$ cat config.mk
export PLATFORM = sky130hd
export DESIGN_NAME = deser_rx_ctrl
export DESIGN_NICKNAME = d
export VERILOG_FILES = /design/src/rtl/deser_pkg.sv /design/src/rtl/deser_rx_fifo.sv /design/src/rtl/deser_rx_ctrl.sv
export SDC_FILE = /design/constraint.sdc
export NUM_CORES = 1
export LEC_CHECK = 0
export BUFFER_PORTS_ARGS = -buffer_cell sky130_fd_sc_hd__buf_2
export CAP_MARGIN = 20
export CORE_MARGIN = 1.5
export CORE_UTILIZATION = 60
export CTS_BUF_LIST = sky130_fd_sc_hd__clkbuf_8 sky130_fd_sc_hd__clkbuf_16
export DETAILED_ROUTE_END_ITERATION = 7
export PLACE_DENSITY = 0.78
export SYNTH_ARGS = -nofsm -noshare
export SYNTH_HDL_FRONTEND = slang
export SYNTH_SLANG_ARGS = --single-unit
export TNS_END_PERCENT = 100
$ cat constraint.sdc
create_clock -name clk -period 6.9 [get_ports clk]
set_clock_uncertainty 0.2 [all_clocks]
set_input_delay 0.69 -clock clk [delete_from_list [all_inputs] [get_ports clk]]
set_output_delay 0.69 -clock clk [all_outputs]
set_load 0.02 [all_outputs]
$ cat src/rtl/deser_pkg.sv
// Shared types and constants for the receive-side deserializer sequencer.
package deser_pkg;

    localparam int DESER_W = 16;
    localparam logic [DESER_W-1:0] DEFAULT_SYNC_WORD = 16'hBC50;

    typedef enum logic [1:0] {
        IDLE,
        HUNT,
        RECV,
        SCHK
    } rx_state_e;

    typedef struct packed {
        logic               sof;
        logic               eof;
        logic [DESER_W-1:0] data;
    } fifo_entry_t;

endpackage

$ cat src/rtl/deser_rx_fifo.sv
// Small synchronous first-word-fall-through FIFO between the sequencer and the link layer.
// A push into a full FIFO is accepted only when a pop frees a slot in the same cycle.
module deser_rx_fifo #(
    parameter int DEPTH = 4,
    parameter int WIDTH = 18
) (
    input  logic             clk,
    input  logic             reset,
    input  logic             push,
    input  logic [WIDTH-1:0] din,
    input  logic             pop,
    output logic [WIDTH-1:0] dout,
    output logic             full,
    output logic             empty
);

    localparam int AW = $clog2(DEPTH);

    logic [WIDTH-1:0] mem [DEPTH];
    logic [AW-1:0]    wr_ptr;
    logic [AW-1:0]    rd_ptr;
    logic [AW:0]      count;
    logic             do_push;
    logic             do_pop;

    assign do_pop  = pop && !empty;
    assign do_push = push && (!full || do_pop);
    assign full    = (count == (AW+1)'(DEPTH));
    assign empty   = (count == '0);
    assign dout    = empty ? '0 : mem[rd_ptr];

    // Storage array; contents are only observable through the count-qualified head.
    always_ff @(posedge clk) begin
        if (do_push) begin
            mem[wr_ptr] <= din;
        end
    end

    // Pointer and occupancy bookkeeping.
    always_ff @(posedge clk or posedge reset) begin
        if (reset) begin
            wr_ptr <= '0;
            rd_ptr <= '0;
            count  <= '0;
        end else begin
            if (do_push) begin
                wr_ptr <= wr_ptr + 1'b1;
            end
            if (do_pop) begin
                rd_ptr <= rd_ptr + 1'b1;
            end
            case ({do_push, do_pop})
                2'b10:   count <= count + 1'b1;
                2'b01:   count <= count - 1'b1;
                default: count <= count;
            endcase
        end
    end

endmodule

$ cat src/rtl/deser_rx_ctrl.sv
// Receive sequencer: hunts for the sync word, runs the deserializer, frames words
// with SOF/EOF, re-checks sync after each frame and queues words toward the link.
module deser_rx_ctrl
    import deser_pkg::*;
#(
    parameter int                DATA_W      = DESER_W,
    parameter logic [DATA_W-1:0] SYNC_WORD   = DEFAULT_SYNC_WORD,
    parameter int                FRAME_WORDS = 4,
    parameter int                FIFO_DEPTH  = 4,
    parameter int                MISS_MAX    = 3,
    parameter int                VALID_TMO   = 24
) (
    input  logic              clk,
    input  logic              reset,
    input  logic              enable,
    input  logic              sdata,
    output logic              des_start,
    input  logic [DATA_W-1:0] des_pdata,
    input  logic              des_valid,
    output logic [DATA_W-1:0] m_data,
    output logic              m_sof,
    output logic              m_eof,
    output logic              m_valid,
    input  logic              m_ready,
    output logic              locked,
    output logic              overflow,
    output logic              tmo_err
);

    localparam int WC_W = $clog2(FRAME_WORDS + 1);
    localparam int MC_W = $clog2(MISS_MAX + 1);
    localparam int IC_W = $clog2(VALID_TMO + 1);

    rx_state_e         state;
    rx_state_e         state_next;
    logic [DATA_W-1:0] window;
    logic [WC_W-1:0]   word_cnt;
    logic [MC_W-1:0]   miss_cnt;
    logic [IC_W-1:0]   idle_cnt;

    logic        in_frame;
    logic        sync_hit;
    logic        last_word;
    logic        word_is_sync;
    logic        miss_final;
    logic        tmo_hit;
    logic        sync_chk;
    logic        push_req;
    logic        fifo_pop;
    logic        fifo_full;
    logic        fifo_empty;
    fifo_entry_t push_entry;
    fifo_entry_t head;

    assign in_frame     = (state == RECV) || (state == SCHK);
    assign sync_hit     = (window == SYNC_WORD);
    assign last_word    = (word_cnt == WC_W'(FRAME_WORDS - 1));
    assign word_is_sync = (des_pdata == SYNC_WORD);
    assign miss_final   = !word_is_sync && (miss_cnt == MC_W'(MISS_MAX - 1));
    assign tmo_hit      = in_frame && !des_valid && (idle_cnt == IC_W'(VALID_TMO - 1));
    assign sync_chk     = enable && (state == SCHK) && des_valid;
    assign fifo_pop     = m_valid && m_ready;

    // State register.
    always_ff @(posedge clk or posedge reset) begin
        if (reset) begin
            state <= IDLE;
        end else begin
            state <= state_next;
        end
    end

    // Next-state selection; dropping enable overrides everything else.
    always_comb begin
        state_next = state;
        if (!enable) begin
            state_next = IDLE;
        end else begin
            case (state)
                IDLE: state_next = HUNT;
                HUNT: if (sync_hit) state_next = RECV;
                RECV: begin
                    if (tmo_hit) begin
                        state_next = HUNT;
                    end else if (des_valid && last_word) begin
                        state_next = SCHK;
                    end
                end
                SCHK: begin
                    if (tmo_hit) begin
                        state_next = HUNT;
                    end else if (des_valid) begin
                        state_next = (word_is_sync || !miss_final) ? RECV : HUNT;
                    end
                end
                default: state_next = IDLE;
            endcase
        end
    end

    // State-decoded outputs: the deserializer runs for the whole framed phase.
    always_comb begin
        des_start = in_frame;
        push_req  = enable && (state == RECV) && des_valid;
    end

    // Hunt window plus word, miss and idle counters.
    always_ff @(posedge clk or posedge reset) begin
        if (reset) begin
            window   <= '0;
            word_cnt <= '0;
            miss_cnt <= '0;
            idle_cnt <= '0;
        end else begin
            window   <= (state == HUNT) ? {window[DATA_W-2:0], sdata} : '0;
            idle_cnt <= (in_frame && !des_valid) ? idle_cnt + 1'b1 : '0;
            if (push_req) begin
                word_cnt <= last_word ? '0 : word_cnt + 1'b1;
            end else if (state != RECV) begin
                word_cnt <= '0;
            end
            if (sync_chk) begin
                miss_cnt <= (word_is_sync || miss_final) ? '0 : miss_cnt + 1'b1;
            end else if (!in_frame) begin
                miss_cnt <= '0;
            end
        end
    end

    // Lock status and the sticky error flags.
    always_ff @(posedge clk or posedge reset) begin
        if (reset) begin
            locked   <= 1'b0;
            overflow <= 1'b0;
            tmo_err  <= 1'b0;
        end else begin
            if (!enable || tmo_hit) begin
                locked <= 1'b0;
            end else if (sync_chk) begin
                if (word_is_sync) begin
                    locked <= 1'b1;
                end else if (miss_final) begin
                    locked <= 1'b0;
                end
            end
            if (enable && tmo_hit) begin
                tmo_err <= 1'b1;
            end
            if (push_req && fifo_full && !fifo_pop) begin
                overflow <= 1'b1;
            end
        end
    end

    assign push_entry = '{sof: (word_cnt == '0), eof: last_word, data: des_pdata};

    deser_rx_fifo #(
        .DEPTH (FIFO_DEPTH),
        .WIDTH ($bits(fifo_entry_t))
    ) u_fifo (
        .clk   (clk),
        .reset (reset),
        .push  (push_req),
        .din   (push_entry),
        .pop   (fifo_pop),
        .dout  (head),
        .full  (fifo_full),
        .empty (fifo_empty)
    );

    assign m_valid = !fifo_empty;
    assign m_data  = head.data;
    assign m_sof   = head.sof;
    assign m_eof   = head.eof;

endmodule

==> metrics.md <==
| Metric | Value |
|---|---|
| Drt total wl | 7.565 mm |
| Yosys Warn Count | 0 |
| First-pass GRT wire length | 12.50 mm |
| Critical path class | flip-flop to output port |
| CTS tree | yes |
| Synthesized Nets | about 320 |
| Initial Util | 0.6266 |
| Top cell type's share of synthesized area | 0.4732 |
| Largest net degree at the start of global routing | 39 |
| Sw power | around 600 uW |
| Hold Path Class | input port to async pin |
| Number of max-cap violations | 0 |
| Cts repair resizes | 0 |
| Area grow syn2layout | 11.09% |
| CP required | ~6.0 ns |
| DIE AREA | 8148 sq um |
| Area leader, netlist | edfxtp_1 |
| Vias in the first global route | roughly 2.5k |
| Post-cts hold buffer count | 0 |
| EDFF count, synth | 72 |
| Mapped Cells | 286 |
| WHS | 0.2238 ns |
| Fmax | approximately 0.33 GHz |
| Status | complete, no violations |
| H-tree depth | 3 |
| Nature of the critical path startpoint | flip-flop |
| Power share of the sequential group | 0.464 |
| Netlist cell types | 44 |
| Most frequent cells in the layout | edfxtp_1 (72), buf_2 (44), and2_1 (41) |
| CTS Buf Count | 9 |
| Yosys reg bits | 110 |
| Pwr dens | 345.0 nW/um^2 |
| Initial antenna violation count | 0 |
| RePlAce Congestion | 0.7235 |
| Nets | roughly 360 |
| Async set-reset flop share out of synthesis | 0.3455 |
| Setup repair bufs after CTS | 0 |
| Detailed Place HPWL | between 4 and 5 mm |
| Leak | 0.001955 uW |
| Die Span X | 90.27 um |
| CP max FO | 16 |
| DR vias | 2440 |
| RSZ-0062 raised after global routing | no |
| Kind of end point of the critical path | output port |
| Share of cells above drive strength 1 | 0.2418 |
| R2R depth | 5 |
| Avg Vias per Cell | 5.622 |
| Commonest non-fill, non-tap cell in the layout | edfxtp_1 |
| Max IR drop VDD | 0.1690 mV |
| Final min period | between 2 and 3 ns |
| N_diodes | 0 |
| Setup-failing EPs final | 0 |
| Total track usage | 0.2005 |
| Setup tns final | 0 ns |
| I/O pin count | between 40 and 50 |
| Internal power | 1168 uW |
| Predominant post-synthesis flop cell | edfxtp_1 |
| Logic pwr share | 0.306 |
| Die Ht | 90.27 um |
| Row count | 31 |
| Remaining antenna violation count after routing | 0 |
| 1st-iter DRT viols | 130 |
| Final Slew Violations | 0 |
| Mapped cell area | approximately 4600 sq um |
| Rel. slew slack | 0.3803 |
| DR pass1 iterations | 4 |
| Fillers | ~520 |
| Least-Margin Pin Slew | 0.9296 ns |
| Maximum clock insertion buffer count | 2 |
| Post-synthesis sequential area ratio | 0.6813 |
| Clk sinks | 110 |
| Critical R2R Capture | u_fifo.count[2] |
| Clk pwr share | 0.230 |
| Avg WL per Cell | 17.43 um |
| Worst Path Arrival | 2.11 ns |
| Clk_lat worst skew | about 0.35 ns |
| Grt ovf | 0 |
| Register area | between 3000 and 4000 sq um |
| Core ar. | 7292 sq um |
| Avg Inst Size Synth | 15.98 sq um |
| Port bufs | 44 |
| Multi-input combinational cell area | 1351 sq um |
| CTS root buf | clkbuf_8 |
| DRC | 0 |
| RR Startpoint | u_fifo.count[0] |
| Switching Fraction | 0.3329 |
| Top cells by area, synth | edfxtp_1 (47%), dfrtp_1 (21%), mux4_2 (8.9%), and2_1 (5.6%), ha_1 (2.2%) |
| Period utilization | 0.4343 |
| Final hold viol count | 0 |
| Reg2Reg Setup Slack | 4.11 ns |
| Clk slew on worst S/H paths | 0.10 ns |
[cells in the mapped netlist (2+ instances only)]
| library cell | instances |
|---|---|
| o31ai_1 | 2 |
| o41ai_1 | 2 |
| o2111ai_1 | 3 |
| nor4bb_1 | 4 |
| ha_1 | 8 |
| or3_1 | 2 |
| and2_1 | 41 |
| dfrtp_1 | 38 |
| buf_2 | 6 |
| nand3_1 | 12 |
| and4_1 | 2 |
| edfxtp_1 | 72 |
| nor4_1 | 2 |
| nor4b_1 | 3 |
| mux4_2 | 18 |
| clkbuf_1 | 6 |
| nor2_1 | 5 |
| nand4_1 | 4 |
| xnor2_1 | 6 |
| nor2b_1 | 5 |
| nand2b_1 | 2 |
| inv_1 | 11 |
| xor2_1 | 2 |
| nand2_1 | 6 |
| o21ai_0 | 5 |
[worst max-delay path, stage by stage, from the launching register on]
cell	delay (ns)
dfrtp_1	0.49
buf_4	0.37
mux4_2	0.55
and2_1	0.18
buf_2	0.16
[layout make-up]
class                      instances  area share
multi-input combinational        152      0.2662
clock inverter                     7     0.01725
tap                               99     0.02440
timing repair buffer              46     0.04634
sequential                       110      0.6133
inverter                          11    0.008134
clock buffer                       9     0.02440
[cell families (layout without fill, tap and decap cells)]
kind of cell | count (synthesis) | in the layout | share of synthesized area
and+or+nand+nor | 94 | 94 | 0.1276
xor gates and xnor gates | 8 | 8 | 0.01533
muxes | 18 | 18 | 0.08872
adders and majority gates | 9 | 9 | 0.02629
buffers and inverters | 24 | 73 | 0.02300
DFF | 110 | 110 | 0.6813
AOI/OAI and AO/OA | 23 | 23 | 0.03779
[registers in the layout, indices dropped and copies added (netlist names)]
name / flops
idle_cnt: 5
locked: 1
miss_cnt: 2
overflow: 1
state: 2
tmo_err: 1
u_fifo.count: 3
u_fifo.mem: 72
u_fifo.rd_ptr: 2
u_fifo.wr_ptr: 2
window: 16
word_cnt: 3
[worst max-delay path by stage]
stage / cells past startpoint / from / end / slack, ns
2_1_floorplan: 7 / u_fifo.count[0] / u_fifo.count[2] / 4.26
3_3_place_gp: 4 / des_valid / u_fifo.mem[0][0] / 3.93
3_5_place_dp: 4 / des_valid / u_fifo.mem[1][13] / 3.85
4_1_cts: 4 / u_fifo.rd_ptr[0] / m_data[4] / 3.86
5_1_grt: 4 / u_fifo.rd_ptr[0] / m_data[7] / 3.79
6_report: 4 / u_fifo.rd_ptr[0] / m_data[4] / 3.90
[power groups by stage]
| stage | clock (uW) | sequential (uW) | combinational [uW] |
|---|---|---|---|
| finish | 403 | 812 | 536 |
| global route | 432 | 823 | 587 |
| CTS | 409 | 813 | 546 |
| detailed placement | 0 | 827 | 544 |
| global placement | 0 | 824 | 535 |
| floorplan | 0 | 780 | 447 |
[stage by stage]
step	std cells	instance area, sq um	utilization	setup WS [ns]	power (uW)
3_3_place_gp	418	4865	0.6671	3.930	1359
2_1_floorplan	286	4569	-	4.260	1227
3_5_place_dp	418	4865	0.6671	3.850	1371
5_1_grt	434	5076	0.6961	3.788	1842
4_1_cts	434	5076	0.6961	3.863	1768
6_report	434	5076	0.6961	3.904	1751
[routing by layer]
layer  GRT usage  routed length (um)  vias up
met3     0.02946                 205        7
met1      0.2845                3527     1215
met5           0                   0        -
met2      0.3264                3756       52
li1            -                   -     1166
met4     0.06349                  75        0
Note: power is estimated with default switching activity, not from simulation.
